===== src/rtl/bip_pkg.sv =====
// Shared encodings for the BIP1 control unit.
// Covers opcodes, accumulator source select values and FSM states.
package bip_pkg;

  localparam logic [4:0] OP_HLT  = 5'b00000;
  localparam logic [4:0] OP_STO  = 5'b00001;
  localparam logic [4:0] OP_LD   = 5'b00010;
  localparam logic [4:0] OP_LDI  = 5'b00011;
  localparam logic [4:0] OP_ADD  = 5'b00100;
  localparam logic [4:0] OP_ADDI = 5'b00101;
  localparam logic [4:0] OP_SUB  = 5'b00110;
  localparam logic [4:0] OP_SUBI = 5'b00111;

  localparam logic [1:0] SELA_MEM = 2'b00;
  localparam logic [1:0] SELA_IMM = 2'b01;
  localparam logic [1:0] SELA_ALU = 2'b10;

  typedef enum logic [1:0] {
    ST_IDLE  = 2'd0,
    ST_FETCH = 2'd1,
    ST_EXEC  = 2'd2,
    ST_HALT  = 2'd3
  } state_t;

endpackage


===== src/rtl/bip_control_if.sv =====
// Program-memory fetch port plus datapath/data-memory control bus.
// The control unit is the master; memory and datapath sit on the slave side.
interface bip_control_if #(
  parameter int NB_INSTR   = 16,
  parameter int NB_OPERAND = 11,
  parameter int NB_ADDR    = 11
);
  logic [NB_ADDR-1:0]    o_pc_addr;
  logic [NB_INSTR-1:0]   i_instruction;
  logic [1:0]            o_SelA;
  logic                  o_SelB;
  logic                  o_WrAcc;
  logic                  o_op;
  logic [NB_OPERAND-1:0] o_operand;
  logic                  o_WrRam;
  logic                  o_RdRam;

  modport master (
    output o_pc_addr, o_SelA, o_SelB, o_WrAcc, o_op, o_operand, o_WrRam, o_RdRam,
    input  i_instruction
  );

  modport slave (
    input  o_pc_addr, o_SelA, o_SelB, o_WrAcc, o_op, o_operand, o_WrRam, o_RdRam,
    output i_instruction
  );
endinterface


===== src/rtl/bip_pc.sv =====
// Program counter: synchronous reset, increment enable, silent wrap at 2^NB_ADDR.
module bip_pc #(
  parameter int NB_ADDR = 11
) (
  input  logic               i_clk,
  input  logic               i_rst,
  input  logic               i_inc,
  output logic [NB_ADDR-1:0] o_pc
);

  logic [NB_ADDR-1:0] r_pc;

  always_ff @(posedge i_clk) begin
    if (i_rst)
      r_pc <= '0;
    else if (i_inc)
      r_pc <= r_pc + 1'b1;
  end

  assign o_pc = r_pc;

endmodule


===== src/rtl/bip_control.sv =====
// BIP1 control unit: two-cycle fetch/execute FSM, opcode decode, halt and
// saturating executed-instruction counter.
module bip_control
  import bip_pkg::*;
#(
  parameter int NB_INSTR   = 16,
  parameter int NB_OPCODE  = 5,
  parameter int NB_OPERAND = 11,
  parameter int NB_ADDR    = 11,
  parameter int NB_COUNT   = 16
) (
  input  logic                i_clk,
  input  logic                i_rst,
  input  logic                i_start,
  bip_control_if.master       bus,
  output logic                o_halt,
  output logic [NB_COUNT-1:0] o_instr_count
);

  state_t                r_state;
  logic                  r_halt;
  logic [NB_COUNT-1:0]   r_count;
  logic [NB_ADDR-1:0]    w_pc;
  logic                  w_pc_inc;
  logic [NB_OPCODE-1:0]  w_opcode;
  logic [NB_OPERAND-1:0] w_operand;
  logic                  w_is_exec;

  assign w_opcode  = bus.i_instruction[NB_INSTR-1 -: NB_OPCODE];
  assign w_operand = bus.i_instruction[NB_OPERAND-1:0];
  assign w_is_exec = (r_state == ST_EXEC);
  // HLT leaves the PC on its own address so a halted core reports where it stopped.
  assign w_pc_inc  = w_is_exec && (w_opcode != OP_HLT);

  bip_pc #(
    .NB_ADDR (NB_ADDR)
  ) u_pc (
    .i_clk (i_clk),
    .i_rst (i_rst),
    .i_inc (w_pc_inc),
    .o_pc  (w_pc)
  );

  always_ff @(posedge i_clk) begin
    if (i_rst) begin
      r_state <= ST_IDLE;
      r_halt  <= 1'b0;
      r_count <= '0;
    end else begin
      case (r_state)
        ST_IDLE:  if (i_start) r_state <= ST_FETCH;
        ST_FETCH: r_state <= ST_EXEC;
        ST_EXEC: begin
          if (r_count != '1)
            r_count <= r_count + 1'b1;
          if (w_opcode == OP_HLT) begin
            r_state <= ST_HALT;
            r_halt  <= 1'b1;
          end else begin
            r_state <= ST_FETCH;
          end
        end
        default:  r_state <= ST_HALT;
      endcase
    end
  end

  // Controls are combinational from the fetched word and only live in EXEC.
  always_comb begin
    bus.o_SelA    = SELA_MEM;
    bus.o_SelB    = 1'b0;
    bus.o_op      = 1'b0;
    bus.o_WrAcc   = 1'b0;
    bus.o_WrRam   = 1'b0;
    bus.o_RdRam   = 1'b0;
    bus.o_operand = '0;
    if (w_is_exec) begin
      bus.o_operand = w_operand;
      case (w_opcode)
        OP_STO:  bus.o_WrRam = 1'b1;
        OP_LD: begin
          bus.o_SelA  = SELA_MEM;
          bus.o_WrAcc = 1'b1;
          bus.o_RdRam = 1'b1;
        end
        OP_LDI: begin
          bus.o_SelA  = SELA_IMM;
          bus.o_WrAcc = 1'b1;
        end
        OP_ADD: begin
          bus.o_SelA  = SELA_ALU;
          bus.o_WrAcc = 1'b1;
          bus.o_RdRam = 1'b1;
        end
        OP_ADDI: begin
          bus.o_SelA  = SELA_ALU;
          bus.o_SelB  = 1'b1;
          bus.o_WrAcc = 1'b1;
        end
        OP_SUB: begin
          bus.o_SelA  = SELA_ALU;
          bus.o_op    = 1'b1;
          bus.o_WrAcc = 1'b1;
          bus.o_RdRam = 1'b1;
        end
        OP_SUBI: begin
          bus.o_SelA  = SELA_ALU;
          bus.o_SelB  = 1'b1;
          bus.o_op    = 1'b1;
          bus.o_WrAcc = 1'b1;
        end
        default: ;
      endcase
    end
  end

  assign bus.o_pc_addr = w_pc;
  assign o_halt        = r_halt;
  assign o_instr_count = r_count;

endmodule


===== src/flat_wrapper.sv =====
// flat-port wrapper written by rule: the top's interface ports become plain ports
module bip_control_flat import bip_pkg::*;
#(
  parameter int NB_INSTR   = 16,
  parameter int NB_OPCODE  = 5,
  parameter int NB_OPERAND = 11,
  parameter int NB_ADDR    = 11,
  parameter int NB_COUNT   = 16
)
  (i_clk, i_rst, i_start, o_halt, o_instr_count, bus_o_pc_addr, bus_o_SelA, bus_o_SelB, bus_o_WrAcc, bus_o_op, bus_o_operand, bus_o_WrRam, bus_o_RdRam, bus_i_instruction);
  bip_control_if #(.NB_INSTR(NB_INSTR), .NB_OPERAND(NB_OPERAND), .NB_ADDR(NB_ADDR)) bus_i ();
  input  logic i_clk;
  input  logic i_rst;
  input  logic i_start;
  output logic o_halt;
  output logic [NB_COUNT-1:0] o_instr_count;
  output wire logic [$bits(bus_i.o_pc_addr)-1:0] bus_o_pc_addr;
  output wire logic [$bits(bus_i.o_SelA)-1:0] bus_o_SelA;
  output wire logic [$bits(bus_i.o_SelB)-1:0] bus_o_SelB;
  output wire logic [$bits(bus_i.o_WrAcc)-1:0] bus_o_WrAcc;
  output wire logic [$bits(bus_i.o_op)-1:0] bus_o_op;
  output wire logic [$bits(bus_i.o_operand)-1:0] bus_o_operand;
  output wire logic [$bits(bus_i.o_WrRam)-1:0] bus_o_WrRam;
  output wire logic [$bits(bus_i.o_RdRam)-1:0] bus_o_RdRam;
  input wire logic [$bits(bus_i.i_instruction)-1:0] bus_i_instruction;
  assign bus_o_pc_addr = bus_i.o_pc_addr;
  assign bus_o_SelA = bus_i.o_SelA;
  assign bus_o_SelB = bus_i.o_SelB;
  assign bus_o_WrAcc = bus_i.o_WrAcc;
  assign bus_o_op = bus_i.o_op;
  assign bus_o_operand = bus_i.o_operand;
  assign bus_o_WrRam = bus_i.o_WrRam;
  assign bus_o_RdRam = bus_i.o_RdRam;
  assign bus_i.i_instruction = bus_i_instruction;
  bip_control #(.NB_INSTR(NB_INSTR), .NB_OPCODE(NB_OPCODE), .NB_OPERAND(NB_OPERAND), .NB_ADDR(NB_ADDR), .NB_COUNT(NB_COUNT)) u_core (.i_clk(i_clk), .i_rst(i_rst), .i_start(i_start), .bus(bus_i), .o_halt(o_halt), .o_instr_count(o_instr_count));
endmodule

===== config.mk =====
export PLATFORM = sky130hd
export DESIGN_NAME = bip_control_flat
export DESIGN_NICKNAME = d
export VERILOG_FILES = /design/src/rtl/bip_pkg.sv /design/src/rtl/bip_control_if.sv /design/src/rtl/bip_pc.sv /design/src/rtl/bip_control.sv /design/src/flat_wrapper.sv
export SDC_FILE = /design/constraint.sdc
export NUM_CORES = 1
export LEC_CHECK = 0
export ABC_CLOCK_PERIOD_IN_PS = 2600
export CELL_PAD_IN_SITES_DETAIL_PLACEMENT = 1
export CELL_PAD_IN_SITES_GLOBAL_PLACEMENT = 2
export CORE_ASPECT_RATIO = 1.1
export CORE_MARGIN = 4
export CORE_UTILIZATION = 26
export DETAILED_ROUTE_END_ITERATION = 10
export HOLD_SLACK_MARGIN = 0.06
export PLACE_DENSITY = 0.83
export SLEW_MARGIN = 5
export SYNTH_ARGS = -nofsm -noshare
export SYNTH_HDL_FRONTEND = slang
export SYNTH_SLANG_ARGS = --single-unit

===== constraint.sdc =====
create_clock -name i_clk -period 2.6 [get_ports i_clk]
set_input_delay 0.39 -clock i_clk [delete_from_list [all_inputs] [get_ports i_clk]]
set_output_delay 0.39 -clock i_clk [all_outputs]
set_load 0.05 [all_outputs]

After elaboration in Yosys (flattened, before gate mapping). Index checks and enable logic that the tools add are counted.

Word-level logic and storage cells: 44. Register bits after elaboration: 30.

Add/sub/neg operators: 2. Muxes and demuxes: 16. Reduce and logical (&&, ||, !) cells: 11. Equal/unequal tests: 11.

Operators with widths (count): 5-bit by 3-bit == test with 1-bit output, second input constant (4); 16-bit by 1-bit adder with 16-bit output, second input constant (1); 16-bit != test, second input constant (1); 11-bit by 1-bit adder with 11-bit output, second input constant (1); 11-bit two-way mux (1); 5-bit by 2-bit == test with 1-bit output, second input constant (2); 1-bit two-way mux (10); 2-bit two-way mux (3); 2-bit one-hot mux with 3 select lines (1); 6-bit OR reduction (1); 5-bit by 1-bit == test with 1-bit output, second input constant (1); 5-bit zero test (1); 5-bit nonzero test (1); 2-bit one-hot mux with 2 select lines (1); 2-bit AND reduction (2); 2-bit OR reduction (2); 4-bit OR reduction (1); 3-bit OR reduction (1); 2-bit by 1-bit == test with 1-bit output, second input constant (1); 2-bit == test, second input constant (1); 2-bit zero test (1); 2-bit != test, second input constant (1); 1-bit logical AND (1).

Longest topological paths before layout.
Word-level depth: 4. Gate-level depth with buffers: 7. Mapped depth without buffers: 5.

By module. Synthesis repeated with hierarchy kept, for this count alone.

Cells, all modules: 190. Area, all modules: 1606.5 sq um.

By module, submodules not included: bip_control (area an instance 1093.5 sq um, instances 1, seq. area each 380.4 sq um, cells an instance 135); bip_pc (area an instance 513.0 sq um, instances 1, seq. area each 220.2 sq um, cells an instance 55).

Worst setup path before layout. OpenSTA, ideal clock, no wires.

Path type: reg2out. Start: register u_core.r_state[0]. End: output bus_o_SelA[0]. Arrival: 2.198 ns. Cell stages (with the launch flop): 6. Slack: 0.012 ns. Cells stage by stage: dfxtp_1 > nand2b_1 > buf_2 > nor3_1 > nand2_1 > nor3b_1.

Cells in the longest elaborated chain, start to end: 2.

RTL lines: start: declaration (RTL line bip_control.sv:20) `state_t r_state;`; start signal: assignment (RTL line bip_control.sv:46) `r_state <= ST_IDLE;`; start signal: assignment (RTL line bip_control.sv:51) `ST_IDLE: if (i_start) r_state <= ST_FETCH;`; start signal: assignment (RTL line bip_control.sv:52) `ST_FETCH: r_state <= ST_EXEC;`; 2-bit == test (RTL line bip_control.sv:31) `assign w_is_exec = (r_state == ST_EXEC);`; 2-bit two-way mux (RTL line bip_control.sv:77) `if (w_is_exec) begin`; end: declaration (RTL line flat_wrapper.sv:18) `output wire logic [$bits(bus_i.o_SelA)-1:0] bus_o_SelA;`.

Every way passes these cells.

Final worst setup path.
Start: register u_core.r_state[1]. End: output bus_o_operand[2].

Cells in the longest elaborated chain, start to end: 2.

RTL lines: 2-bit == test (RTL line bip_control.sv:31); 11-bit two-way mux (RTL line bip_control.sv:77); end: declaration (RTL line flat_wrapper.sv:22) `output wire logic [$bits(bus_i.o_operand)-1:0] bus_o_operand;`.

Every way passes these cells.

==> impl_metrics.json <==
{
  "end_kind": "output pin",
  "outcome": "complete, no violations",
  "cp_top_family": "buffers and inverters",
  "crit_start": "u_core.r_state[1]$_SDFFE_PP0P_",
  "skew_ns": 0.00803,
  "worstMarginPinSlew_ns": 0.524,
  "syn_area_sq_um": 1660,
  "root_buffer": "clkbuf_8",
  "worst_ep_arrival_time_ns": 2.04,
  "syn_nets": 211,
  "dr.pass1.iters": 4,
  "antenna_found_initial": 0,
  "fmax_ghz": 0.412,
  "power_leakage_nw": 0.826,
  "antenna_cells": 0,
  "rrSetupSlack_ns": 0.74,
  "cts_htree_levels": 2,
  "finalCoreUtilization": 0.405,
  "fin_crit_sh": 0.935,
  "port-buffer-count": 64,
  "crit_buf_inv": 1,
  "slowest_stage": "clkdlybuf4s50_1",
  "place_congestion": 0.691,
  "cts_max_path_buffers": 2,
  "core_area_sq_um": 6190,
  "ys.flop_type": "dfxtp_1",
  "synth_area_per_cell_sq_um": 8.71,
  "cts_resized": 0,
  "viasPerCell": 5.11,
  "tns_ns": 0,
  "crit_path_end": "bus_o_operand[2]",
  "final_max_slew_viol_count": 0,
  "layout_common_cells": "clkdlybuf4s50_1 (57), dfxtp_1 (30), a21oi_1 (24)",
  "post_drt_wl_per_cell_um": 14.6,
  "async_flop_share": 0,
  "finalHoldViolCount": 0,
  "pin_count": 65,
  "crit_cells": 3,
  "cap_violations": 0,
  "nets": 276,
  "worstReg2RegEnd": "u_core.o_instr_count[12]$_SDFFE_PP0P_",
  "hpwl_um": 3710,
  "ys.warnings.count": 0,
  "cts_hold_buf": 0,
  "switching_share": 0.256,
  "ant_nets": 0,
  "start_util": 0.267,
  "period_needed_ns": 2.43,
  "cts_sinks": 30,
  "drive_gt1_frac": 0.102,
  "insertion_delay_ns": 0.28,
  "critPathKind": "reg2out",
  "row_count": 30,
  "setup_viol": 0,
  "clk_pin_slew_ns": 0.06,
  "cp_slowest_stage_delay_ns": 0.80,
  "drc": 0,
  "postCtsSetupRepairBufs": 0,
  "die_area_sq_um": 7710,
  "cts_tree": "yes",
  "combPwrFrac": 0.119,
  "synth_cells": 190,
  "rsz0062_at_grt": "no",
  "ys_seq_area_frac": 0.363,
  "grt_first_pass_wirelength_um": 8200,
  "synth-edff-count": 0,
  "r2r_start": "u_core.o_instr_count[1]$_SDFFE_PP0P_",
  "clkPwrFrac": 0.381,
  "hold_class": "reg2reg",
  "p_sw_uw": 240,
  "grt_usage": 0.129,
  "relSlewSlack": 0.649,
  "pwr_density_cell_nw_per_um2": 374,
  "grt_max_degree": 23,
  "dieHeight_um": 91.7,
  "synth_cell_type_count": 39,
  "die_w_um": 84.1,
  "pwr-share-seq": 0.500,
  "cts_buffers": 5,
  "ir_drop_v": 0.000168,
  "reg2reg_depth": 6,
  "area_growth_pct": 51.6,
  "grt_overflow": 0,
  "vias": 1712,
  "drt-initial-drc-count": 49,
  "layout_commonest_cell": "clkdlybuf4s50_1",
  "path_max_fanout": 17,
  "crit_chain": "and2b_2 -> and2_1 -> clkdlybuf4s50_1",
  "critPathRequiredTime_ns": 2.21,
  "grt_pass1_vias": 1676,
  "wl_um": 4890,
  "ys_ff_latch": 30,
  "p_int_uw": 698,
  "worst_setup_path_start_kind": "register"
}
==> cell usage after synthesis (2+ instances only) <==
master	instances	share of area
a21oi_1	24	0.073
and2_1	12	0.045
and3_1	5	0.019
and4_1	2	0.011
buf_2	2	0.0060
buf_6	3	0.020
clkbuf_1	5	0.011
dfxtp_1	30	0.36
ha_1	2	0.015
inv_1	4	0.0091
nand2_1	10	0.023
nand3_1	6	0.018
nand4_1	5	0.019
nor2_1	10	0.023
nor2b_1	2	0.0076
nor3_1	2	0.0060
o211ai_1	3	0.014
o21ai_0	6	0.018
o21ai_2	2	0.011
o31ai_1	15	0.068
or3_1	7	0.026
or4_1	13	0.059
xor2_1	4	0.021
==> worst min path at each step <==
stage                                            startpoint                                 to  slack, ns  cells after the start
final                            u_core.o_halt$_SDFFE_PP0P_         u_core.o_halt$_SDFFE_PP0P_       0.47                      2
after global routing      u_core.u_pc.o_pc[10]$_SDFFE_PP0P_  u_core.u_pc.o_pc[10]$_SDFFE_PP0P_       0.53                      2
after CTS                        u_core.o_halt$_SDFFE_PP0P_         u_core.o_halt$_SDFFE_PP0P_       0.48                      2
after detailed placement         u_core.o_halt$_SDFFE_PP0P_         u_core.o_halt$_SDFFE_PP0P_       0.46                      2
after global placement           u_core.o_halt$_SDFFE_PP0P_         u_core.o_halt$_SDFFE_PP0P_       0.46                      2
after floorplan              u_core.r_state[0]$_SDFFE_PP0P_     u_core.r_state[1]$_SDFFE_PP0P_       0.49                      2
==> state kept, by name (all words and copies together) (netlist names) <==
register	count
u_core.o_instr_count	16
u_core.o_halt	1
u_core.r_state	2
u_core.u_pc.o_pc	11
==> layout make-up <==
cell class	count	area (sq um)
clock buffer	7	76.3
fill	722	3680
inverter	4	15.0
multi-input combinational	146	977
sequential	30	601
tap	80	100
timing repair buffer	68	741
==> kinds of logic after synthesis <==
| group | share of synthesized area |
|---|---|
| fa+ha+maj | 0.0151 |
| simple gates | 0.323 |
| xor+xnor | 0.0212 |
| compound gates | 0.216 |
| buf+inv | 0.0469 |
| mux | 0.0151 |
| flops | 0.363 |
==> worst register-to-register path, delay by kind of cell, from the launching register on <==
family / cells / cell delay, ns
buf+inv: 1 / 0.28
fa+ha+maj: 1 / 0.23
flops: 1 / 0.39
compound gates: 1 / 0.06
simple gates: 3 / 0.76
==> through the flow <==
step           setup WS (ns)  hold WS, ns  instances  power (mW)  area (sq um)
4_1_cts                0.127        0.478        335       0.951          2510
2_1_floorplan         0.0125        0.494        190       0.537          1660
3_3_place_gp           0.354        0.455        328       0.591          2430
3_5_place_dp           0.262        0.462        328       0.593          2430
5_1_grt               0.0351        0.525        335       0.981          2510
6_report               0.170        0.472        335       0.938          2510
==> power groups by stage <==
| stage | clock, mW | combinational, mW | sequential (mW) |
|---|---|---|---|
| after global routing | 0.392 | 0.120 | 0.469 |
| after floorplan | 0 | 0.0509 | 0.486 |
| after global placement | 0 | 0.112 | 0.479 |
| after detailed placement | 0 | 0.113 | 0.479 |
| final | 0.357 | 0.112 | 0.469 |
| after CTS | 0.368 | 0.114 | 0.469 |
==> layer usage <==
metal  vias up  GRT usage  routed length [um]
met1       819      0.147                2050
met5         -          0                   0
met4         0     0.0523                  85
li1        844          -                   -
met2        41      0.221                2420
met3         8     0.0431                 346
Power figures use the tool's default switching activity.
